$ cat config.mk
export PLATFORM = sky130hd
export DESIGN_NAME = flash_sample_reader
export DESIGN_NICKNAME = d
export VERILOG_FILES = /design/src/rtl/speech_pkg.sv /design/src/rtl/word_unpacker.sv /design/src/rtl/flash_sample_reader.sv
export SDC_FILE = /design/constraint.sdc
export NUM_CORES = 1
export LEC_CHECK = 0
export ABC_AREA = 1
export CORE_MARGIN = 1
export CORE_UTILIZATION = 45
export CTS_BUF_LIST = sky130_fd_sc_hd__clkbuf_8
export DETAILED_ROUTE_END_ITERATION = 8
export GPL_TIMING_DRIVEN = 1
export PLACE_DENSITY = 0.71
export SYNTH_ARGS = -nofsm -noshare
export SYNTH_HDL_FRONTEND = slang
export SYNTH_HIERARCHICAL = 1
export SYNTH_SLANG_ARGS = --single-unit
$ cat constraint.sdc
create_clock -name clk -period 2.2 [get_ports clk]
set_input_delay 0.44 -clock clk [delete_from_list [all_inputs] [get_ports clk]]
set_output_delay 0.44 -clock clk [all_outputs]
set_load 0.02 [all_outputs]
$ cat src/rtl/speech_pkg.sv
// Shared types and constants for the speech playback path.
package speech_pkg;

    localparam int unsigned DEFAULT_ADDR_W = 23;
    localparam int unsigned BYTES_PER_WORD = 4;
    localparam int unsigned BYTE_IDX_W     = 2;
    localparam int unsigned WORD_W         = BYTES_PER_WORD * 8;

    typedef enum logic [2:0] {
        StIdle,
        StReq,
        StWaitData,
        StPlay,
        StDone
    } reader_state_e;

endpackage

$ cat src/rtl/word_unpacker.sv
// Holds one fetched flash word and steps through its bytes, least significant byte first.
module word_unpacker
    import speech_pkg::*;
(
    input  logic              clk,
    input  logic              reset,
    input  logic              load,
    input  logic [WORD_W-1:0] load_data,
    input  logic              advance,
    output logic [7:0]        sample,
    output logic              last_byte
);

    logic [WORD_W-1:0]                   word_buf_q;
    logic [BYTE_IDX_W-1:0]               byte_idx_q;
    logic [BYTES_PER_WORD-1:0][7:0]      word_bytes;

    always_ff @(posedge clk or posedge reset) begin
        if (reset) begin
            word_buf_q <= '0;
            byte_idx_q <= '0;
        end else if (load) begin
            word_buf_q <= load_data;
            byte_idx_q <= '0;
        end else if (advance) begin
            byte_idx_q <= byte_idx_q + BYTE_IDX_W'(1);
        end
    end

    assign word_bytes = word_buf_q;
    assign sample     = word_bytes[byte_idx_q];
    assign last_byte  = (byte_idx_q == BYTE_IDX_W'(BYTES_PER_WORD - 1));

endmodule

$ cat src/rtl/flash_sample_reader.sv
// Fetches packed 32-bit words from flash and plays them out one byte per sample tick.
// Optional LOOP_PLAY_EN adds a loop input that restarts the segment instead of finishing.
module flash_sample_reader
    import speech_pkg::*;
#(
    parameter int unsigned ADDR_W = DEFAULT_ADDR_W,
    parameter int unsigned DATA_W = 32
) (
    input  logic              clk,
    input  logic              reset,
    input  logic              start,
    input  logic [ADDR_W-1:0] start_addr,
    input  logic [ADDR_W-1:0] end_addr,
`ifdef LOOP_PLAY_EN
    input  logic              loop,
`endif
    input  logic              sample_tick,
    output logic              flash_read,
    output logic [ADDR_W-1:0] flash_addr,
    input  logic              flash_waitrequest,
    input  logic              flash_readdatavalid,
    input  logic [DATA_W-1:0] flash_readdata,
    output logic [7:0]        audio_out,
    output logic              audio_valid,
    output logic              busy,
    output logic              done,
    output logic              underrun
);

    reader_state_e     state_q, state_d;
    logic [ADDR_W-1:0] cur_addr_q, cur_addr_d;
    logic [ADDR_W-1:0] end_q, end_d;
    logic              underrun_q, underrun_d;
    logic [7:0]        audio_out_q, audio_out_d;
    logic              audio_valid_q, audio_valid_d;
`ifdef LOOP_PLAY_EN
    logic [ADDR_W-1:0] seg_start_q, seg_start_d;
`endif

    logic       unpack_load;
    logic       unpack_advance;
    logic [7:0] unpack_sample;
    logic       unpack_last;

    word_unpacker u_unpacker (
        .clk       (clk),
        .reset     (reset),
        .load      (unpack_load),
        .load_data (flash_readdata),
        .advance   (unpack_advance),
        .sample    (unpack_sample),
        .last_byte (unpack_last)
    );

    always_comb begin
        state_d        = state_q;
        cur_addr_d     = cur_addr_q;
        end_d          = end_q;
        underrun_d     = underrun_q;
        audio_out_d    = audio_out_q;
        audio_valid_d  = 1'b0;
        unpack_load    = 1'b0;
        unpack_advance = 1'b0;
`ifdef LOOP_PLAY_EN
        seg_start_d    = seg_start_q;
`endif
        case (state_q)
            StIdle: begin
                // A tick coinciding with start is deliberately not an underrun.
                if (start) begin
                    cur_addr_d = start_addr;
                    end_d      = (end_addr < start_addr) ? start_addr : end_addr;
                    underrun_d = 1'b0;
                    state_d    = StReq;
`ifdef LOOP_PLAY_EN
                    seg_start_d = start_addr;
`endif
                end
            end
            StReq: begin
                if (sample_tick) underrun_d = 1'b1;
                if (!flash_waitrequest) state_d = StWaitData;
            end
            StWaitData: begin
                if (sample_tick) underrun_d = 1'b1;
                if (flash_readdatavalid) begin
                    unpack_load = 1'b1;
                    state_d     = StPlay;
                end
            end
            StPlay: begin
                if (sample_tick) begin
                    audio_out_d    = unpack_sample;
                    audio_valid_d  = 1'b1;
                    unpack_advance = 1'b1;
                    if (unpack_last) begin
                        if (cur_addr_q == end_q) begin
`ifdef LOOP_PLAY_EN
                            if (loop) begin
                                cur_addr_d = seg_start_q;
                                state_d    = StReq;
                            end else begin
                                state_d = StDone;
                            end
`else
                            state_d = StDone;
`endif
                        end else begin
                            cur_addr_d = cur_addr_q + ADDR_W'(1);
                            state_d    = StReq;
                        end
                    end
                end
            end
            StDone: begin
                state_d = StIdle;
            end
            default: begin
                state_d = StIdle;
            end
        endcase
    end

    always_ff @(posedge clk or posedge reset) begin
        if (reset) begin
            state_q       <= StIdle;
            cur_addr_q    <= '0;
            end_q         <= '0;
            underrun_q    <= 1'b0;
            audio_out_q   <= '0;
            audio_valid_q <= 1'b0;
`ifdef LOOP_PLAY_EN
            seg_start_q   <= '0;
`endif
        end else begin
            state_q       <= state_d;
            cur_addr_q    <= cur_addr_d;
            end_q         <= end_d;
            underrun_q    <= underrun_d;
            audio_out_q   <= audio_out_d;
            audio_valid_q <= audio_valid_d;
`ifdef LOOP_PLAY_EN
            seg_start_q   <= seg_start_d;
`endif
        end
    end

    // Decoded straight from state so reset removes the request without waiting for a clock.
    assign flash_read  = (state_q == StReq);
    assign flash_addr  = cur_addr_q;
    assign busy        = (state_q != StIdle);
    assign done        = (state_q == StDone);
    assign underrun    = underrun_q;
    assign audio_out   = audio_out_q;
    assign audio_valid = audio_valid_q;

endmodule

# Word-level counts from Yosys, hierarchy flattened
# Cells that the tools add are included.
# classes
add_sub_neg	2
order_cmp	2
eq_ne	13
n_mux	24
n_reduce_logical	11
# ops
operator	n
23-bit 2-to-1 mux	5
23-bit case mux with 2 select lines	1
23-bit by 1-bit adder with 23-bit output (second input constant)	1
23-bit equality test	1
23-bit < comparator	1
3-bit 2-to-1 mux	6
8-bit binary-select mux with 2-bit select	1
3-bit case mux with 4 select lines	1
2-bit != test (second input constant)	5
5-bit AND reduction	2
8-bit 2-to-1 mux	1
3-bit by 2-bit equality test with 1-bit output (second input constant)	2
1-bit 2-to-1 mux	6
2-bit nonzero test	3
2-bit 2-to-1 mux	2
2-bit by 1-bit != test with 1-bit output (second input constant)	2
2-bit AND reduction	2
3-bit by 1-bit equality test with 1-bit output (second input constant)	1
3-bit equality test (second input constant)	1
3-bit logical NOT	1
2-bit by 3-bit < comparator with 1-bit output (second input constant)	1
3-bit AND reduction	1
3-bit nonzero test	1
2-bit by 1-bit adder with 2-bit output (second input constant)	1
3 further kinds	3
# totals
register_bits	93
output_inout_bits	36
elab_cells	60

# Logic depth before layout (Yosys ltp)
# logic_depth
ltp_word	5
depth_mapped	14
mapped_depth_nobuf	13

# By module
# Netlist, hierarchy kept.
# by_module_without_submodules
module	n_inst	cells_per_inst	area_each_um2	seq_area_each_um2
flash_sample_reader	1	763	4647.0	1476.4
word_unpacker	1	209	1641.6	850.8

# Worst setup path before layout
# OpenSTA, ideal clock, no wires.
# synth_path
kind	input -> register
startpoint	input port start_addr[6]
endpoint	register end_q[0]
t_arrival_ns	1.751
required_time_ns	2.082
setup_slack_ns	0.331
path_stages	10
path_cell_list	inv_1 ha_1 a21o_1 nor2_1 nand2_1 nand2_1 clkbuf_1 nand4_1 nand3_1 nand2_1
# synth_between
elab_chain_cells	2
# synth_lines
element	line	rtl
start: declaration	flash_sample_reader.sv:12	input logic [ADDR_W-1:0] start_addr,
23-bit < comparator	flash_sample_reader.sv:72	end_d = (end_addr < start_addr) ? start_addr : end_addr;
23-bit 2-to-1 mux	flash_sample_reader.sv:72	
end signal: assignment	flash_sample_reader.sv:138	end_q <= end_d;
end: declaration	flash_sample_reader.sv:32	logic [ADDR_W-1:0] end_q, end_d;
# No other way between the ends.
# A chain may end at the register's enable or synchronous reset.

# Worst setup path in the final report
# layout_path
startpoint	register state_q[0]
endpoint	output port done
# layout_between
elab_chain_cells	1
# layout_lines
element	line	rtl
start: declaration	flash_sample_reader.sv:30	reader_state_e state_q, state_d;
start signal: assignment	flash_sample_reader.sv:126	state_q <= StIdle;
start signal: assignment	flash_sample_reader.sv:136	state_q <= state_d;
3-bit equality test	flash_sample_reader.sv:152	assign done = (state_q == StDone);
end: declaration	flash_sample_reader.sv:26	output logic done,
# No other way between the ends.

==> results.sh <==
export IMPL_grt_antenna_before_repair=0
export IMPL_finalPower_uw=9230
export IMPL_start_util=0.467
export IMPL_worstSetupPathType="flip-flop to primary output"
export IMPL_end_kind="primary output"
export IMPL_std_cell_rows=42
export IMPL_yosys_register_bits=93
export IMPL_avgSynthCellArea_um2=6.47
export IMPL_drcViolationCount=0
export IMPL_synth_area_mm2=0.00629
export IMPL_drtIter0Drc=569
export IMPL_grt_pass1_wl_um=30100
export IMPL_internal_power_uw=4860
export IMPL_yosysSeqAreaShare=0.370
export IMPL_clock_path_buffers=2
export IMPL_p_sw_frac=0.473
export IMPL_hold_buffers=0
export IMPL_hp_class="input pin to async pin"
export IMPL_post_route_period_util=0.954
export IMPL_via_per_inst=4.95
export IMPL_gp_congestion=0.904
export IMPL_syn_inst=972
export IMPL_wirelength_um=18000
export IMPL_portBuffers=119
export IMPL_synth_cell_types=33
export IMPL_worstPathRequired_ps=1760
export IMPL_area_delta_synth_final_pct=29.4
export IMPL_p_sw_uw=4360
export IMPL_post_route_util=0.605
export IMPL_status="completed"
export IMPL_syn_nets=1080
export IMPL_die_area_mm2=0.0145
export IMPL_cts_tree="built"
export IMPL_crit_arrival_ps=1660
export IMPL_worst_pin_slew_ps=470
export IMPL_yosys_warnings=6
export IMPL_synth_edf_count=0
export IMPL_ant_nets=0
export IMPL_io_pins=120
export IMPL_numCtsBuffers=9
export IMPL_clock_sinks=93
export IMPL_pwr_share_clk=0.122
export IMPL_num_vias=6434
export IMPL_async_reset_ff_frac=1.00
export IMPL_pwr_share_comb=0.524
export IMPL_synth_main_ff_cell="dfrtp_1"
export IMPL_post_dp_hpwl_um=13700
export IMPL_worstPathMaxFanout=4
export IMPL_grt_total_usage=0.266
export IMPL_detail_route_wl_per_cell_um=13.8
export IMPL_p_leak_uw=0.00430
export IMPL_fin_nets=1226
export IMPL_relSlewSlack=0.686
export IMPL_clock_fmax_ghz=0.477
export IMPL_layout_drive_gt1_share=0.0819
export IMPL_power_density_mw_per_mm2=1130
export IMPL_drv_slew=0
export IMPL_grt_pass1_vias=6225
export IMPL_finalSetupViolations=0
export IMPL_drv_cap=0
export IMPL_cts_htree_levels=3
export IMPL_antennaDiodeCount=0
export IMPL_cts_root_buf="clkbuf_8"
export IMPL_core_area_mm2=0.0135
export IMPL_post_cts_setup_buffers=0
export IMPL_rsz0062_at_grt="false"
export IMPL_grt_ovfl_total=0
export IMPL_fp_dieW_um=120
export IMPL_finalClockSkew_ps=17.0
export IMPL_firstDrtPassIters=5
export IMPL_path_clk_slew_ps=110
export IMPL_grt_max_degree=67
export IMPL_fp_dieH_um=120
export IMPL_pwr_share_seq=0.354
export IMPL_ir_drop_mv=0.562
export IMPL_clock_latency_ps=400
export IMPL_min_period_ps=2100
export IMPL_finalHoldViolCount=0
export IMPL_worstSetupStartpointType="flip-flop"
## Yosys cell counts, types with 2 or more instances
library cell,instances,area [um^2]
nand2_1,418,1570
nand3_1,93,465
xnor2_1,3,26.3
o21ai_0,37,185
dfrtp_1,93,2330
clkbuf_1,11,41.3
a21oi_1,8,40.0
o21ai_1,12,60.1
buf_4,3,22.5
ha_1,24,300
a21o_1,2,15.0
inv_1,137,514
buf_6,8,90.1
xor2_1,2,17.5
nand4_1,25,156
buf_1,3,11.3
inv_2,6,22.5
buf_2,9,45.0
nor2_2,8,50.1
nor2_1,57,214
## kinds of logic (layout without fill, tap and decap cells)
| family | count (synthesis) | in the layout | share of synthesized area |
|---|---|---|---|
| buffers and inverters | 179 | 330 | 0.120 |
| adders and majority gates | 24 | 24 | 0.0478 |
| xor gates and xnor gates | 5 | 5 | 0.00697 |
| and+or+nand+nor | 608 | 608 | 0.402 |
| DFF | 93 | 93 | 0.370 |
| AOI/OAI and AO/OA | 63 | 63 | 0.0533 |
## state kept, by name, indices dropped and copies added (netlist names)
name	cells
audio_out	8
audio_valid	1
end_q	23
flash_addr	23
state_q	3
u_unpacker/byte_idx_q	2
u_unpacker/word_buf_q	32
underrun	1
## power groups by stage
stage	Clock, uW	Combinational (uW)	Sequential, uW
floorplan	0	3090	3360
global placement	0	4750	3270
detailed placement	0	4850	3290
CTS	1150	4860	3260
global route	1210	5500	3380
finish	1130	4830	3270
## metrics by stage
stage	setup TNS, ps	instances	instance area (um^2)	setup WS [ps]	hold slack, ps
6_report	0	1299	8140	102	438
5_1_grt	0	1299	8140	5.21	445
4_1_cts	0	1299	8130	62.1	430
3_5_place_dp	-6750	1283	7950	-308	474
3_3_place_gp	-5730	1283	7950	-261	469
2_1_floorplan	0	972	6290	304	468
## cell type report
| type | instances | area, um^2 |
|---|---|---|
| Clock buffer | 9 | 124 |
| Clock inverter | 7 | 57.6 |
| Fill cell | 1315 | 5310 |
| Inverter | 145 | 547 |
| Multi-Input combinational cell | 700 | 3220 |
| Sequential cell | 93 | 2330 |
| Tap cell | 176 | 220 |
| Timing Repair Buffer | 169 | 1650 |
## final timing paths
kind                               start             to  slack [ps]  cells after the start
min in group clk            audio_out[1]   audio_out[1]         500                      2
setup / recovery              state_q[0]           done         100                      4
hold reg to reg             audio_out[1]   audio_out[1]         500                      2
setup reg to reg           flash_addr[4]  flash_addr[9]         360                      9
hold / removal                     reset      end_q[20]         440                      2
max in group asynchronous          reset  flash_addr[9]        1250                      3
## per-layer routing
layer | vias to the layer above | global-route usage | part of all wire
li1 | 3292 | - | -
met1 | 2900 | 0.343 | 0.44
met2 | 221 | 0.453 | 0.48
met3 | 21 | 0.0533 | 0.067
met4 | 0 | 0.0772 | 0.016
met5 | - | 0 | 0
## repair_timing
action                     in CTS  in global routing
setup endpoints to repair       1                 15
gates resized for setup         1                  4
pin swaps                       0                  0
## layout by cell type, fill, tap and decap left out, types with 2 or more instances in the layout
master / n
xnor2_1: 3
clkbuf_8: 9
buf_4: 43
nand2_1: 417
o21ai_1: 12
xor2_1: 2
inv_2: 7
nand2_2: 2
dfrtp_1: 93
inv_1: 137
a21oi_1: 8
buf_12: 6
clkinv_4: 2
clkdlybuf4s50_1: 117
nand3_1: 93
o21ai_0: 37
nor2_2: 9
a21o_1: 2
inv_6: 2
nand4_1: 25
nor2_1: 55
ha_1: 24
## worst max-delay path, stage by stage, from the launching register on
cell and delay [ps]:
dfrtp_1 440, inv_1 90, nand2_1 50, nor2_1 80
clkdlybuf4s50_1 610
No activity file was read; power rests on OpenSTA's default activity.
